--- src/rtl/bitonic_pkg.sv ---
// Shared sizing and FSM state type for the bitonic sorter output stage.
package bitonic_pkg;
  localparam int DATA_W_DEF = 8;
  localparam int NUM_ELEM   = 8;
  localparam int CNT_W      = $clog2(NUM_ELEM);

  typedef enum logic {
    IDLE = 1'b0,
    SEND = 1'b1
  } state_t;
endpackage

--- src/rtl/bitonic_order_chk.sv ---
// Flags a vector whose adjacent elements are not in ascending (non-strict) order.
module bitonic_order_chk
  import bitonic_pkg::*;
#(
  parameter int DATA_W = DATA_W_DEF
) (
  input  logic [DATA_W-1:0] nums [NUM_ELEM],
  output logic              unsorted
);

  always_comb begin
    unsorted = 1'b0;
    for (int k = 0; k < NUM_ELEM - 1; k++) begin
      if (nums[k] > nums[k+1]) unsorted = 1'b1;
    end
  end

endmodule

--- src/rtl/bitonic_serializer.sv ---
// Captures an 8-element sorted vector and streams it out one element per beat, smallest first.
// Optional ascending-order check enabled with macro BITONIC_SER_CHECK_EN.
module bitonic_serializer
  import bitonic_pkg::*;
#(
  parameter int DATA_W = DATA_W_DEF
) (
  input  logic              clk,
  input  logic              rst_n,
  input  logic [DATA_W-1:0] number_in1,
  input  logic [DATA_W-1:0] number_in2,
  input  logic [DATA_W-1:0] number_in3,
  input  logic [DATA_W-1:0] number_in4,
  input  logic [DATA_W-1:0] number_in5,
  input  logic [DATA_W-1:0] number_in6,
  input  logic [DATA_W-1:0] number_in7,
  input  logic [DATA_W-1:0] number_in8,
  input  logic              in_valid,
  output logic              in_ready,
  output logic [DATA_W-1:0] out_data,
  output logic              out_valid,
  input  logic              out_ready,
  output logic              out_last,
  output logic              order_err
);

  localparam logic [CNT_W-1:0] LAST_CNT = CNT_W'(NUM_ELEM - 1);

  state_t            state;
  logic [CNT_W-1:0]  cnt;
  logic [DATA_W-1:0] buffer [NUM_ELEM];
  logic [DATA_W-1:0] nums   [NUM_ELEM];
  logic              last_beat;
  logic              capture;
  logic              beat;

  assign nums[0] = number_in1;
  assign nums[1] = number_in2;
  assign nums[2] = number_in3;
  assign nums[3] = number_in4;
  assign nums[4] = number_in5;
  assign nums[5] = number_in6;
  assign nums[6] = number_in7;
  assign nums[7] = number_in8;

  assign last_beat = (cnt == LAST_CNT);
  assign out_valid = (state == SEND);
  assign out_data  = buffer[cnt];
  assign out_last  = out_valid && last_beat;
  assign beat      = out_valid && out_ready;

  // Accepting during the final beat lets consecutive vectors stream with no bubble.
  assign in_ready = rst_n && ((state == IDLE) || (last_beat && out_ready));
  assign capture  = in_valid && in_ready;

  always_ff @(posedge clk or negedge rst_n) begin
    if (!rst_n) begin
      state <= IDLE;
      cnt   <= '0;
      for (int i = 0; i < NUM_ELEM; i++) buffer[i] <= '0;
    end else if (capture) begin
      state  <= SEND;
      cnt    <= '0;
      buffer <= nums;
    end else if (beat) begin
      cnt <= cnt + 1'b1;
      if (last_beat) state <= IDLE;
    end
  end

`ifdef BITONIC_SER_CHECK_EN
  logic unsorted;
  logic err_q;

  bitonic_order_chk #(.DATA_W(DATA_W)) u_order_chk (
    .nums     (nums),
    .unsorted (unsorted)
  );

  always_ff @(posedge clk or negedge rst_n) begin
    if (!rst_n)       err_q <= 1'b0;
    else if (capture) err_q <= unsorted;
  end

  assign order_err = err_q;
`else
  assign order_err = 1'b0;
`endif

endmodule

--- config.mk ---
export PLATFORM = sky130hd
export DESIGN_NAME = bitonic_serializer
export DESIGN_NICKNAME = d
export VERILOG_FILES = /design/src/rtl/bitonic_pkg.sv /design/src/rtl/bitonic_order_chk.sv /design/src/rtl/bitonic_serializer.sv
export SDC_FILE = /design/constraint.sdc
export NUM_CORES = 1
export LEC_CHECK = 0
export CAP_MARGIN = 20
export CORE_MARGIN = 2
export CORE_UTILIZATION = 54
export CTS_BUF_LIST = sky130_fd_sc_hd__clkbuf_4 sky130_fd_sc_hd__clkbuf_8
export CTS_CLUSTER_SIZE = 40
export DETAILED_ROUTE_END_ITERATION = 8
export PLACE_DENSITY = 0.95
export SLEW_MARGIN = 20
export SYNTH_ARGS = -nofsm -noshare
export SYNTH_HDL_FRONTEND = slang
export SYNTH_HIERARCHICAL = 1
export SYNTH_SLANG_ARGS = --single-unit
--- constraint.sdc ---
create_clock -name clk -period 4.3 [get_ports clk]
set_clock_uncertainty 0.05 [all_clocks]
set_input_delay 0.645 -clock clk [delete_from_list [all_inputs] [get_ports clk]]
set_output_delay 0.645 -clock clk [all_outputs]
set_load 0.05 [all_outputs]
# Word-level counts from Yosys, hierarchy flattened
# Index checks and enable logic that the tools add are counted.
totals:
  ff_bits: 68
  input_bits: 68
  word_cells: 32
op_classes:
  n_addsub: 1
  magnitude_cmp: 1
  eq_ne: 1
  n_mux: 8
  n_bitwise: 2
  n_reduce_logical: 9
op_table:
  columns: ["cell", "n"]
  rows:
  - ["$bmux W8 S3", 1]
  - ["$mux W8", 2]
  - ["$mux W3", 2]
  - ["$logic_and A1 B1 Y1", 5]
  - ["$ge A4 B4 Y1 const B", 1]
  - ["$not A3 Y4", 1]
  - ["$reduce_bool A2 Y1", 2]
  - ["$add A3 B1 Y3 const B", 1]
  - ["$eq A3 B3 Y1 const B", 1]
  - ["$mux W1", 3]
  - ["$reduce_and A2 Y1", 1]
  - ["$logic_or A1 B1 Y1", 1]
  - ["$not A1 Y1", 1]

# Depth between registers and ports, before layout
logic_depth:
  word_depth: 7
  mapped_depth: 7
  ltp_nobuf: 5

# Worst setup path before layout
# No wires, ideal clock.
synth_timing:
  kind: "register -> output"
  from: "reg cnt[0]"
  to: "out out_data[0]"
  arrival_time_ps: 1533
  required_time_ps: 3605
  slack_ps: 2072
  path_stages_with_launch: 5
  cell_sequence: "dfrtp_1 > buf_6 > buf_12 > mux4_1 > mux2_2"
synth_between:
  elab_chain_cells: 4
synth_rtl:
  columns: ["element", "line_no", "rtl"]
  rows:
  - ["from (decl)", "bitonic_serializer.sv:30", "logic [CNT_W-1:0] cnt;"]
  - ["from (signal assigned)", "bitonic_serializer.sv:66", "cnt <= cnt + 1'b1;"]
  - ["$not A3 Y4 (not written as such)", "bitonic_serializer.sv:48", "assign out_data = buffer[cnt];"]
  - ["$bmux W8 S3", "bitonic_serializer.sv:48", null]
  - ["$mux W8 (not written as such) (2 in a row)", "bitonic_serializer.sv:48", null]
  - ["to (decl)", "bitonic_serializer.sv:20", "output logic [DATA_W-1:0] out_data,"]
# No other way between the ends. The select of a mux whose other input is x is not followed.

# Worst setup path in the final report
layout_timing:
  from: "reg cnt[0]"
  to: "out out_data[7]"
# Same word-level chain as after synthesis.

==> reports/qor.txt <==
status - complete, no violations
FP Rows - 27
PwrDens - 734 mW/mm2
Pint - 2.01 mW
Final Util - 74.7%
crit path launch - cnt[0]
CP Class - flop to primary output
Slew @ Worst Pin - 0.775 ns
port bufs - 78
Vias/cell - 5.52
RSZ-0062 raised after global routing - no
Detailed Routing Iterations Pass 1 - 4
Tmin final - 3.59 ns
htree depth - 3
Distinct cells, synth - 20
HP Class - input pin to asynchronous set/reset pin
sequential share of power - 38.0%
FMAX - 0.279 GHz
clk sink count - 68
CP Data Required Time - 3.61 ns
Mapped Nets - 257
Initial DRC Count - 83
Synth top area share - 54.2%
Die Span X - 80.2 um
post-route ant nets - 0
setup tns final - 0 ns
clk root buf - clkbuf_8
Yosys top cell by area - dfrtp_1
reg2reg start - cnt[0]
Tot GR Track Use - 21.3%
IO Pins - 80
CTS Buffer Depth - 2
DR WL/cell - 17.8 um
Worst Setup End Kind - primary output
overall routed net length - 6090 um
Setup Buffers After CTS - 0
Worst-path clk slew - 0.07 ns
Syn Area/Cell - 16.8 um2
TritonCTS clock tree - yes
Slew Limit Headroom - 48.2%
Slew Viols, Final - 0
register bit total from synthesis - 68
Starting Density - 56.3%
vias in the first global route - 2120
Reg2Reg Depth - 6
setup violators final - 0
max cap viols - 0
area of the mapped netlist - 0.00314 mm2
Tcrit/Tclk final - 83.4%
Final #Nets - 336
commonest cells after routing, fill and taps aside - 77 x clkdlybuf4s50_1, 72 x mux2_2, 68 x dfrtp_1
Switching Power - 1.05 mW
# hold bufs at CTS - 0
# resized after CTS - 0
Via Count - 1893
Clk pwr share - 17.9%
chip height - 80.2 um
first-pass GRT wire length - 10100 um
synthesis-to-finish area growth - 32.6%
Total Die Area - 0.00644 mm2
Critical Path AT - 2.89 ns
post-synthesis sequential area ratio - 54.2%
endpoints failing hold - 0
Core ar. - 0.00557 mm2
grt ovf - 0
peak supply drop - 854 uV
critical-path maximum fanout - 11
switching portion of total power - 34.2%
insertion delay of the later-clocked pin in the worst-skew pair - 0.33 ns
Final Wtd Congestion - 0.729
layout cells sized above 1 - 34.7%
synth top area cells - dfrtp_1 54%, mux2_2 26%, mux4_1 13%
number of buffers created by CTS - 9
crit path launch type - flop
largest net degree at the start of global routing - 58
Antenna diodes - 0
initial antenna violation count - 0
DP Wirelength - 4360 um
drc violations - 0
Cells after Synth - 187
leakage power - 1.79 nW
Comb pwr share - 44.1%
Yosys warnings - 6
commonest non-fill, non-tap cell in the layout - clkdlybuf4s50_1
-- routing by layer --
layer | vias to the layer above | GRT usage, % | part of all wire, %
met3 | 10 | 4.83 | 5.4
met5 | - | 0 | 0
li1 | 865 | - | -
met2 | 63 | 38.7 | 54
met1 | 955 | 24.8 | 39
met4 | 0 | 7.12 | 1.4
-- metrics by stage --
step	setup WS, ns	hold WS, ns	power, mW	cells	cell area (um2)
6_report	0.712	0.153	3.05	343	4160
5_1_grt	0.616	0.158	3.23	343	4160
4_1_cts	0.684	0.154	3.09	343	4160
3_5_place_dp	1.06	0.438	2.53	327	3950
3_3_place_gp	1.11	0.431	2.46	327	3950
2_1_floorplan	2.07	0.299	2.12	187	3140
-- cells by family (layout without fill, tap and decap cells) --
| group | count (synthesis) | count (layout) | share of synthesized area [%] |
|---|---|---|---|
| buffers and inverters | 13 | 97 | 3.07 |
| DFF | 68 | 68 | 54.2 |
| muxes | 88 | 88 | 39.2 |
| other | 1 | 1 | 0.119 |
| xor gates and xnor gates | 1 | 1 | 0.279 |
| adders and majority gates | 2 | 2 | 0.797 |
| AOI/OAI and AO/OA | 3 | 3 | 0.678 |
| and+or+nand+nor | 11 | 11 | 1.63 |
-- power by group through the flow --
stage	sequential [mW]	combinational (mW)	clock [mW]
after floorplan	1.05	1.07	0
after global routing	1.21	1.43	0.590
final	1.16	1.35	0.546
after CTS	1.17	1.37	0.555
after global placement	1.15	1.31	0
after detailed placement	1.17	1.35	0
-- cell type report --
class	instances	area [um2]
clock buffers	15	181
clock inverters	1	30.0
fillers	359	1410
multi-input cells	106	1350
flip-flops and latches	68	1700
well taps	72	90.1
repair buffers	81	811
-- critical path, cell delays in order, from the launching register on --
cell and delay, ns:
dfrtp_1 0.69, buf_4 0.29, mux4_1 0.58, mux2_2 0.30, clkdlybuf4s50_1 0.70
-- worst paths after layout --
kind | to | slack [ns]
setup / recovery | out_data[7] | 0.71
hold / removal | buffer[45] | 0.15
setup reg to reg | buffer[50] | 1.58
hold reg to reg | buffer[5] | 0.45
max in group asynchronous | buffer[31] | 3.05
min in group clk | buffer[5] | 0.45
-- state kept, by name, summed over array words and instances, names as in the netlist --
signal / cells
out_valid: 1
buffer: 64
cnt: 3
-- cells in the mapped netlist (all sizes together) --
| cell | count |
|---|---|
| xor2 | 1 |
| conb | 1 |
| nand3 | 2 |
| nand2b | 1 |
| a21boi | 1 |
| mux4 | 16 |
| a21oi | 2 |
| ha | 2 |
| nand2 | 4 |
| dfrtp | 68 |
| clkbuf | 1 |
| buf | 12 |
| and2 | 1 |
| mux2 | 72 |
| nor2b | 1 |
| nor2 | 2 |
Note: power is estimated with default switching activity, not from simulation.
